### src/rtl/cpu_pkg.sv
// Shared CPU definitions: opcode constants, sequencer state encoding and
// helpers used by both the special-op sequencer and the control unit.
package cpu_pkg;

    localparam int OP_W = 5;

    typedef logic [OP_W-1:0] opcode_t;

    localparam opcode_t OP_NOP          = 5'b0_0000;
    localparam opcode_t OP_POP_FLAGS    = 5'b0_1111;
    localparam opcode_t OP_LDM          = 5'b1_0010;
    localparam opcode_t OP_PUSH_PC_LOW  = 5'b1_0101;
    localparam opcode_t OP_PUSH_PC_HIGH = 5'b1_0110;
    localparam opcode_t OP_POP_PC_LOW   = 5'b1_0111;
    localparam opcode_t OP_CALL         = 5'b1_1100;
    localparam opcode_t OP_RET          = 5'b1_1101;
    localparam opcode_t OP_RTI          = 5'b1_1110;
    localparam opcode_t OP_PUSH_FLAGS   = 5'b1_1111;

    typedef enum logic [2:0] {
        SEQ_IDLE     = 3'd0,
        SEQ_CALL_PCH = 3'd1,
        SEQ_RET_PCL  = 3'd2,
        SEQ_RTI_PCL  = 3'd3,
        SEQ_RTI_FLG  = 3'd4,
        SEQ_INT_FLG  = 3'd5,
        SEQ_INT_PCL  = 3'd6,
        SEQ_INT_PCH  = 3'd7
    } seq_state_t;

    // Opcode the fetch buffer receives while the sequencer sits in a state.
    function automatic opcode_t seq_inject_op(input seq_state_t st);
        case (st)
            SEQ_CALL_PCH: seq_inject_op = OP_PUSH_PC_HIGH;
            SEQ_RET_PCL:  seq_inject_op = OP_POP_PC_LOW;
            SEQ_RTI_PCL:  seq_inject_op = OP_POP_PC_LOW;
            SEQ_RTI_FLG:  seq_inject_op = OP_POP_FLAGS;
            SEQ_INT_FLG:  seq_inject_op = OP_PUSH_FLAGS;
            SEQ_INT_PCL:  seq_inject_op = OP_PUSH_PC_LOW;
            SEQ_INT_PCH:  seq_inject_op = OP_PUSH_PC_HIGH;
            default:      seq_inject_op = OP_NOP;
        endcase
    endfunction

    // Opcodes that must not be split from their follow-on words by an interrupt.
    function automatic logic blocks_interrupt(input opcode_t op);
        blocks_interrupt = (op == OP_LDM) || (op == OP_CALL) ||
                           (op == OP_RET) || (op == OP_RTI);
    endfunction

endpackage

### src/rtl/special_op_sequencer.sv
// Injects the follow-on stack opcodes for CALL/RET/RTI and hardware
// interrupts into the fetch buffer, one per cycle, while holding the PC.
module special_op_sequencer
    import cpu_pkg::*;
#(
    parameter int N = OP_W
) (
    input  logic         clk,
    input  logic         rst_n,
    input  logic [N-1:0] dec_op,
    input  logic         dec_valid,
    input  logic         int_req,
    input  logic         stall,
    output logic         inject_valid,
    output logic [N-1:0] inject_op,
    output logic         fetch_hold,
    output logic         int_ack,
    output logic         busy
);

    seq_state_t   state_reg, state_next;
    seq_state_t   launch_state;
    logic         launch_accept;
    logic         accept;
    logic         int_seen;
    logic         int_pending_reg, int_pending_next;
    logic         inject_valid_reg, inject_valid_next;
    logic [N-1:0] inject_op_reg, inject_op_next;
    logic         fetch_hold_reg, fetch_hold_next;
    logic         int_ack_reg, int_ack_next;
    logic         busy_reg, busy_next;

    assign int_seen = int_pending_reg | int_req;

    // Decision taken from IDLE, and also from the last state of every
    // sequence so back-to-back work starts without a dead cycle.
    always_comb begin
        launch_state  = SEQ_IDLE;
        launch_accept = 1'b0;
        if (dec_valid && dec_op == OP_CALL) begin
            launch_state = SEQ_CALL_PCH;
        end else if (dec_valid && dec_op == OP_RET) begin
            launch_state = SEQ_RET_PCL;
        end else if (dec_valid && dec_op == OP_RTI) begin
            launch_state = SEQ_RTI_PCL;
        end else if (int_seen && !(dec_valid && blocks_interrupt(dec_op))) begin
            launch_state  = SEQ_INT_FLG;
            launch_accept = 1'b1;
        end
    end

    always_comb begin
        state_next = state_reg;
        accept     = 1'b0;
        if (!stall) begin
            case (state_reg)
                SEQ_RTI_PCL: state_next = SEQ_RTI_FLG;
                SEQ_INT_FLG: state_next = SEQ_INT_PCL;
                SEQ_INT_PCL: state_next = SEQ_INT_PCH;
                default: begin
                    state_next = launch_state;
                    accept     = launch_accept;
                end
            endcase
        end
    end

    // Outputs are registered copies of the next state's Moore values; a
    // request arriving during a stall is still remembered.
    always_comb begin
        int_pending_next  = int_seen & ~accept;
        busy_next         = (state_next != SEQ_IDLE);
        inject_valid_next = busy_next;
        fetch_hold_next   = busy_next;
        inject_op_next    = seq_inject_op(state_next);
        int_ack_next      = accept;
    end

    always_ff @(posedge clk or negedge rst_n) begin
        if (!rst_n) begin
            state_reg        <= SEQ_IDLE;
            int_pending_reg  <= 1'b0;
            inject_valid_reg <= 1'b0;
            inject_op_reg    <= OP_NOP;
            fetch_hold_reg   <= 1'b0;
            int_ack_reg      <= 1'b0;
            busy_reg         <= 1'b0;
        end else begin
            state_reg        <= state_next;
            int_pending_reg  <= int_pending_next;
            inject_valid_reg <= inject_valid_next;
            inject_op_reg    <= inject_op_next;
            fetch_hold_reg   <= fetch_hold_next;
            int_ack_reg      <= int_ack_next;
            busy_reg         <= busy_next;
        end
    end

    assign inject_valid = inject_valid_reg;
    assign inject_op    = inject_op_reg;
    assign fetch_hold   = fetch_hold_reg;
    assign int_ack      = int_ack_reg;
    assign busy         = busy_reg;

endmodule

### config.mk
export PLATFORM = sky130hd
export DESIGN_NAME = special_op_sequencer
export DESIGN_NICKNAME = d
export VERILOG_FILES = /design/src/rtl/cpu_pkg.sv /design/src/rtl/special_op_sequencer.sv
export SDC_FILE = /design/constraint.sdc
export NUM_CORES = 1
export LEC_CHECK = 0
export BUFFER_PORTS_ARGS = -buffer_cell sky130_fd_sc_hd__buf_2
export CAP_MARGIN = 5
export CORE_MARGIN = 3
export CORE_UTILIZATION = 30
export DETAILED_ROUTE_END_ITERATION = 12
export GPL_ROUTABILITY_DRIVEN = 0
export PLACE_DENSITY = 0.62
export SETUP_SLACK_MARGIN = 0.1
export SKIP_CTS_REPAIR_TIMING = 1
export SYNTH_ARGS = -nofsm -noshare
export SYNTH_HDL_FRONTEND = slang
export SYNTH_SLANG_ARGS = --single-unit
### constraint.sdc
create_clock -name clk -period 1.46 [get_ports clk]
set_input_delay 0.146 -clock clk [delete_from_list [all_inputs] [get_ports clk]]
set_output_delay 0.146 -clock clk [all_outputs]
set_load 0.03 [all_outputs]
Word level (Yosys, flattened, before mapping)
Index checks and enable logic that the tools add are counted.
{ "totals": {"ff_bits": 11, "input_bits": 10, "output_inout_bits": 9, "wordCells": 48} }
{ "op_classes": {"eq_ne": 14, "n_mux": 13, "n_bitwise": 3, "n_reduce_logical": 13} }
{ "op_table": {"columns": ["operator", "n"], "rows": [
  ["one-hot mux 5 bit (5 select lines)", 1],
  ["equality test 5 bit (second input constant)", 4],
  ["equality test 3 bit (second input constant)", 6],
  ["2-to-1 mux 3 bit", 5],
  ["equality test 3 x 2 -> 1 bit (second input constant)", 3],
  ["one-hot mux 3 bit (3 select lines)", 1],
  ["2-to-1 mux 1 bit", 6],
  ["logical AND 1 bit", 5],
  ["OR reduction 2 bit", 2],
  ["equality test 3 x 1 -> 1 bit (second input constant)", 1],
  ["logical OR 1 bit", 3],
  ["nonzero test 3 bit", 1],
  ["OR reduction 3 bit", 1],
  ["bitwise AND 1 bit", 1],
  ["zero test 1 bit", 1],
  ["inverter 1 bit", 1],
  ["bitwise OR 1 bit", 1]
]} }

Logic depth before layout (Yosys ltp)
Gate-level depths: netlist (run 1).
{ "logic_depth": {"word_depth": 16, "mapped_depth": 5, "ltp_nobuf": 5} }

Least setup slack after synthesis (run 1)
Ideal clock, no wire load.
{ "synth_timing": {"path_kind": "reg2reg", "from": "reg state_reg[2]", "to": "reg inject_op_reg[0] (netlist: inject_op[0])", "setup_ns": 0.136, "arrival_time_ns": 1.263, "t_required_ns": 1.324, "slack_ns": 0.061, "stages_incl_launch_ff": 6, "path_buffers": 0, "synth_period_minus_slack_ns": 1.399, "cell_sequence": "dfrtp_1 > or2_2 > o22ai_1 > nor3_4 > and2b_4 > a31oi_1"} }
{ "synth_via": {"elab_chain_cells": 6, "elab_cells_between_ends": 15, "classes_between": "eq/ne: 10; mux: 3; reduce/logical: 2"} }
{ "synth_lines": {"columns": ["item", "line", "rtl"], "rows": [
  ["start, declared", "special_op_sequencer.sv:21", "seq_state_t state_reg, state_next;"],
  ["start signal, assigned", "special_op_sequencer.sv:89", "state_reg <= state_next;"],
  ["equality test 3 bit / equality test 3 x 2 -> 1 bit (equally long branches)", "special_op_sequencer.sv:56", "case (state_reg)"],
  ["one-hot mux 3 bit (3 select lines) (*)", "special_op_sequencer.sv:56", null],
  ["2-to-1 mux 3 bit (*)", "special_op_sequencer.sv:55", "if (!stall) begin"],
  ["named net state_next[1]", "special_op_sequencer.sv:21", null],
  ["equality test 3 bit, or another cell as far along", "cpu_pkg.sv:33", "case (st)"],
  ["OR reduction 2 bit (no source line)", null, null],
  ["one-hot mux 5 bit (5 select lines) (*)", "cpu_pkg.sv:33", null],
  ["named net inject_op_next[0]", "special_op_sequencer.sv:28", "logic [N-1:0] inject_op_reg, inject_op_next;"],
  ["end signal, assigned", "special_op_sequencer.sv:92", "inject_op_reg <= inject_op_next;"],
  ["end, declared", "special_op_sequencer.sv:28", null]
]} }
Mark *: on every way through the listed nets, which the timed path passes. The rest lies on a longest branch.

Final worst setup path (run 1)
Ends and elaborated chain as after synthesis.

==> impl_results.md, run 1 <==
* Status: complete, but fails checks
* Failing checks: setup timing
* Port bufs at 18
* Via Count at 476
* Fin cells at 104
* Post-synth cell types at 28
* Slew @ Worst Pin at between 300 and 400 ps
* Layout cell share with drive strength beyond 1 at about half
* RR Endpoint: inject_op[0]$_DFF_PN0_
* Net Count, Synth at 66
* Commonest non-fill, non-tap cell in the layout: buf_2
* R2R depth at 5
* Slew margin rel. at 75.5%
* WP data arrival at 1590 ps
* Power Density at 1930 nW/um^2
* Post-synthesis sequential area ratio at 46.8%
* Crit path capture type: flop
* CP peak stage delay at 470 ps
* R2R Path Start: state_reg[2]$_DFF_PN0_
* Pre-CTS setup slack at -65.9 ps
* Slew Viols, Final at 0
* Die H at 50.3 microns
* Critical Path Source: state_reg[2]$_DFF_PN0_
* Max VDD drop at about 0.00061 V
* Num rows at 15
* Fillers at between 150 and 200
* Starting Density at 33.0%
* Largest net degree at the start of global routing at 12
* Clock Path Buffers at 2
* Final Hold Vio Count at 0
* YS warnings at 0
* DIE WIDTH at 50.3 microns
* Synth top area share at 46.8%
* Vias in the first global route at 380
* Syn avg cell area at 10.5 sq um
* P&R area growth vs syn at 37.2%
* Drc violations at 0
* First-pass GRT wire length at 1750 microns
* Worst path slowest cell: dfrtp_2
* Critical path class: flop to flop
* Crit-path cells: or2_2 -> o22ai_2 -> nor3_4 -> and2b_4 -> a31oi_1
* Post-layout util at 45.3%
* Initial antenna violation count at 0
* H-tree levels at 1
* Post-route setup slack at -5.26 ps
* Max cap viols at 0
* Overflow after GRT at 0
* WP data required at 1590 ps
* RSZ-0062 raised after global routing: yes
* Total GRT Usage at roughly a tenth
* Fmax at between 0.6 and 0.7 GHz
* Antenna-violating nets left at 0
* TritonCTS clock tree: yes
* Wire per inst at 10.9 microns
* Period Utilization, post-route at 100%
* Core Area at 1780 sq um
* Clock latency on the worst-skew pair at 260 ps
* Final nets at 90
* DR vias/cell at roughly 4.6
* Num CTS Buffers at 3
* CP bufs+invs at 0
* R2R setup slack at -5 ps
* Post-DP HPWL at 839 microns
* Critical path depth at 5
* Ant diodes at 0
* CP max FO at 6
* 1st-iter DRT viols at 4
* Die ar. at 2530 sq um
* Clk root buf: clkbuf_4
* Clk sinks at 11
* Clock slew at reported path FFs at 60 ps
* Post-Route Skew at roughly 1.8 ps
* Commonest non-fill, non-tap cells in the layout: buf_2, dfrtp_1, nand2_1
* Placed cell count at 98
* Post-Syn Area at 588 sq um
* Max FFs per register at 5
* # setup viols final at 1
* Hold Slack at between 150 and 200 ps
* Crit start category: flop
* First drt pass iteration count at 4
* Yosys top cell by area: dfrtp_1
* CP top delay family: simple AND/OR/NAND/NOR gates
* Area contributors post-synth: dfrtp_1, nand2_1, a22oi_4, nor2_8, a221oi_1
* Final worst path period need at about 1500 ps
* Synth Register Bits at 11
* CP endpoint: inject_op[0]$_DFF_PN0_
* Post-Syn Instances at 56
* Hold Path Class: input pin to flop
* I/O pins at 19
* Final wirelength at 1130 microns
* Pleak at 0.334 nW
## area by class of cell
class	instances	area [sq um]	area share [%]
tap	25	31.3	3.88
inverter	4	15.0	1.86
timing repair buffer	21	115	14.3
clock buffer	4	26.3	3.26
sequential	11	279	34.6
multi-input combinational	39	340	42.2
## worst register-to-register path, cell delays in order (launching register included)
cell,delay [ps]
dfrtp_2,470
or2_2,320
o22ai_2,140
nor3_4,90
and2b_4,280
a31oi_1,40
## where the power goes
group	switching [mW]	internal (mW)	total (mW)
registers	0.132	0.430	0.562
logic	0.469	0.326	0.795
clock network	0.0935	0.106	0.199
## cell families (layout without fill, tap and decap cells)
logic type	after synthesis	after routing	share of synthesized area, %
and+or+nand+nor	23	23	25.3
AOI/OAI and AO/OA	14	14	19.8
DFF	11	11	46.8
buffers and inverters	6	29	5.10
xor gates and xnor gates	2	2	2.98
## worst min path at each step
stage             from                        end  cells past startpoint
2_1_floorplan    rst_n             busy$_DFF_PN0_                      0
3_3_place_gp     rst_n     inject_op[2]$_DFF_PN0_                      1
3_5_place_dp     rst_n     inject_op[4]$_DFF_PN0_                      1
4_1_cts          rst_n     inject_op[4]$_DFF_PN0_                      1
5_1_grt        int_req  int_pending_reg$_DFF_PN0_                      3
6_report       int_req  int_pending_reg$_DFF_PN0_                      3
## synth_stat cells (all sizes together)
library cell	count
a211o	1
a211oi	2
a21oi	3
a221oi	2
a22oi	1
a31oi	2
and2b	2
and4	1
buf	2
dfrtp	11
inv	4
nand2	9
nand2b	1
nand3b	1
nor2	4
nor3	3
o21a	1
o21ai	1
o22ai	1
or2	1
or3b	1
xnor2	1
xor2	1
## per-layer routing
| metal | GRT usage (%) | vias to the layer above | part of all wire [%] |
|---|---|---|---|
| li1 | - | 242 | - |
| met1 | 12.2 | 214 | 42 |
| met2 | 13.7 | 18 | 50 |
| met3 | 2.97 | 2 | 6.5 |
| met4 | 5.53 | 0 | 1.3 |
| met5 | 0 | - | 0 |
## through the flow
| step | area [sq um] | TNS, ps | total power, mW |
|---|---|---|---|
| detailed placement | 714 | -227 | 1.24 |
| finish | 807 | -5.26 | 1.56 |
| global route | 807 | -193 | 1.66 |
| floorplan | 601 | 0 | 1.06 |
| CTS | 741 | -111 | 1.45 |
| global placement | 714 | -177 | 1.23 |
Power figures use the tool's default switching activity.
==> inputs of run 2 (changes only) <==
- CORE_AREA: unset -> 3 3 40 42
- CORE_MARGIN: 3 -> unset
- CORE_UTILIZATION: 30 -> unset
- DIE_AREA: unset -> 0 0 43 45
- PLACE_DENSITY: 0.62 -> 0.79
- clock period: 1.46 -> 1.6 ns (I/O delays scaled with it)
==> impl_results.md, run 2 (synthesis results as in run 1) <==
* Via Count at roughly 480
* Fmax at 0.661 GHz
* Clock Path Buffers at 2
* First drt pass iteration count at 2
* RSZ-0062 raised after global routing: yes
* Status: finished clean
* Num CTS Buffers at 3
* Crit path capture type: flop
* Max FFs per register at 5
* Fillers at 95
* CP max FO at 6
* WP data required at 1770 ps
* Crit start category: flop
* Final wirelength at 1170 microns
* WP data arrival at ~1700 ps
* Drc violations at 0
* Clock slew at reported path FFs at 60 ps
* Clock latency on the worst-skew pair at 250 ps
* Clk sinks at 11
* Core Area at 1280 sq um
* First-pass GRT wire length at between 1500 and 2000 microns
* R2R Path Start: state_reg[2]$_DFF_PN0_
* Num rows at 13
* Hold Path Class: input pin to flop
* Post-layout util at 64.7%
* Slew Viols, Final at 0
* Slew @ Worst Pin at 360 ps
* Commonest non-fill, non-tap cell in the layout: buf_2
* Max VDD drop at 0.000738 V
* Setup TNS at 0 ps
* DIE WIDTH at 43 microns
* Layout cell share with drive strength beyond 1 at 53.2%
* Final nets at 90
* Period Utilization, post-route at 94.5%
* DR vias/cell at between 5 and 6
* Overflow after GRT at 0
* Post-Route Skew at 0.602 ps
* Port bufs at 18
* Commonest non-fill, non-tap cells in the layout: buf_2, dfrtp_1, nand2_1
* Clk root buf: clkbuf_4
* Ant diodes at 0
* Max cap viols at 0
* # setup viols final at 0
* TritonCTS clock tree: yes
* Total GRT Usage at 11.3%
* Initial antenna violation count at 0
* Critical path class: flop to flop
* Wire per inst at 12.5 microns
* Slew margin rel. at 75.8%
* Starting Density at 45.8%
* 1st-iter DRT viols at 3
* Largest net degree at the start of global routing at 12
* Die H at 45 microns
* Vias in the first global route at 407
* Antenna-violating nets left at 0
* Final worst path period need at around 1500 ps
* Hold path startpoint: int_req
* Final Hold Vio Count at 0
* Post-DP HPWL at ~870 microns
* Critical Path Source: state_reg[2]$_DFF_PN0_
* Die ar. at 1940 sq um
* Pleak at 0.348 nW
* H-tree levels at 1
* Power Density at 1840 nW/um^2
* I/O pins at 19
* P&R area growth vs syn at 41.3%
## run 2: power by group
group | internal (mW) | switching, mW
Combinational | 0.346 | 0.474
Sequential | 0.392 | 0.137
Clock | 0.0961 | 0.0795
Total | 0.834 | 0.690
## run 2: critical path, stage by stage (launching register included)
cell     delay [ps]
dfrtp_2         480
or2_4           170
o22ai_4          60
nor3_4          320
and2b_4         260
a31oi_4         150
## run 2: cell type report
class / instances / area, sq um / share of cell area (%)
Multi-Input combinational cell: 39 / 377 / 45.3
Sequential cell: 11 / 279 / 33.6
Tap cell: 15 / 18.8 / 2.26
Clock buffer: 4 / 26.3 / 3.16
Inverter: 4 / 15.0 / 1.81
Timing Repair Buffer: 21 / 115 / 13.9
## run 2: path summary, 6_finish.rpt
check | endpoint | slack, ps | cells after the start
setup / recovery | inject_op[0]$_DFF_PN0_ | 90 | 5
hold / removal | int_pending_reg$_DFF_PN0_ | 220 | 3
setup reg to reg | inject_op[0]$_DFF_PN0_ | 90 | 5
hold reg to reg | int_pending_reg$_DFF_PN0_ | 600 | 2
max in group asynchronous | state_reg[1]$_DFF_PN0_ | 1100 | 2
min in group asynchronous | inject_op[3]$_DFF_PN0_ | 290 | 2
## run 2: stage by stage
stage	power, mW	hold slack (ps)	area (sq um)	instances	worst slack [ps]
after CTS	1.29	-244	708	91	22.8
after detailed placement	1.11	34.3	682	87	2.96
after global placement	1.08	28.0	682	87	40.1
after global routing	1.62	237	831	94	25.2
final	1.52	218	831	94	87.5
after floorplan	0.956	-136	588	56	201
## run 2: metal layers
| metal | track usage [%] | share of wire [%] |
|---|---|---|
| met5 | 0 | 0 |
| met4 | 3.61 | 0 |
| met3 | 1.20 | 3.8 |
| met2 | 21.3 | 53 |
| met1 | 13.6 | 43 |
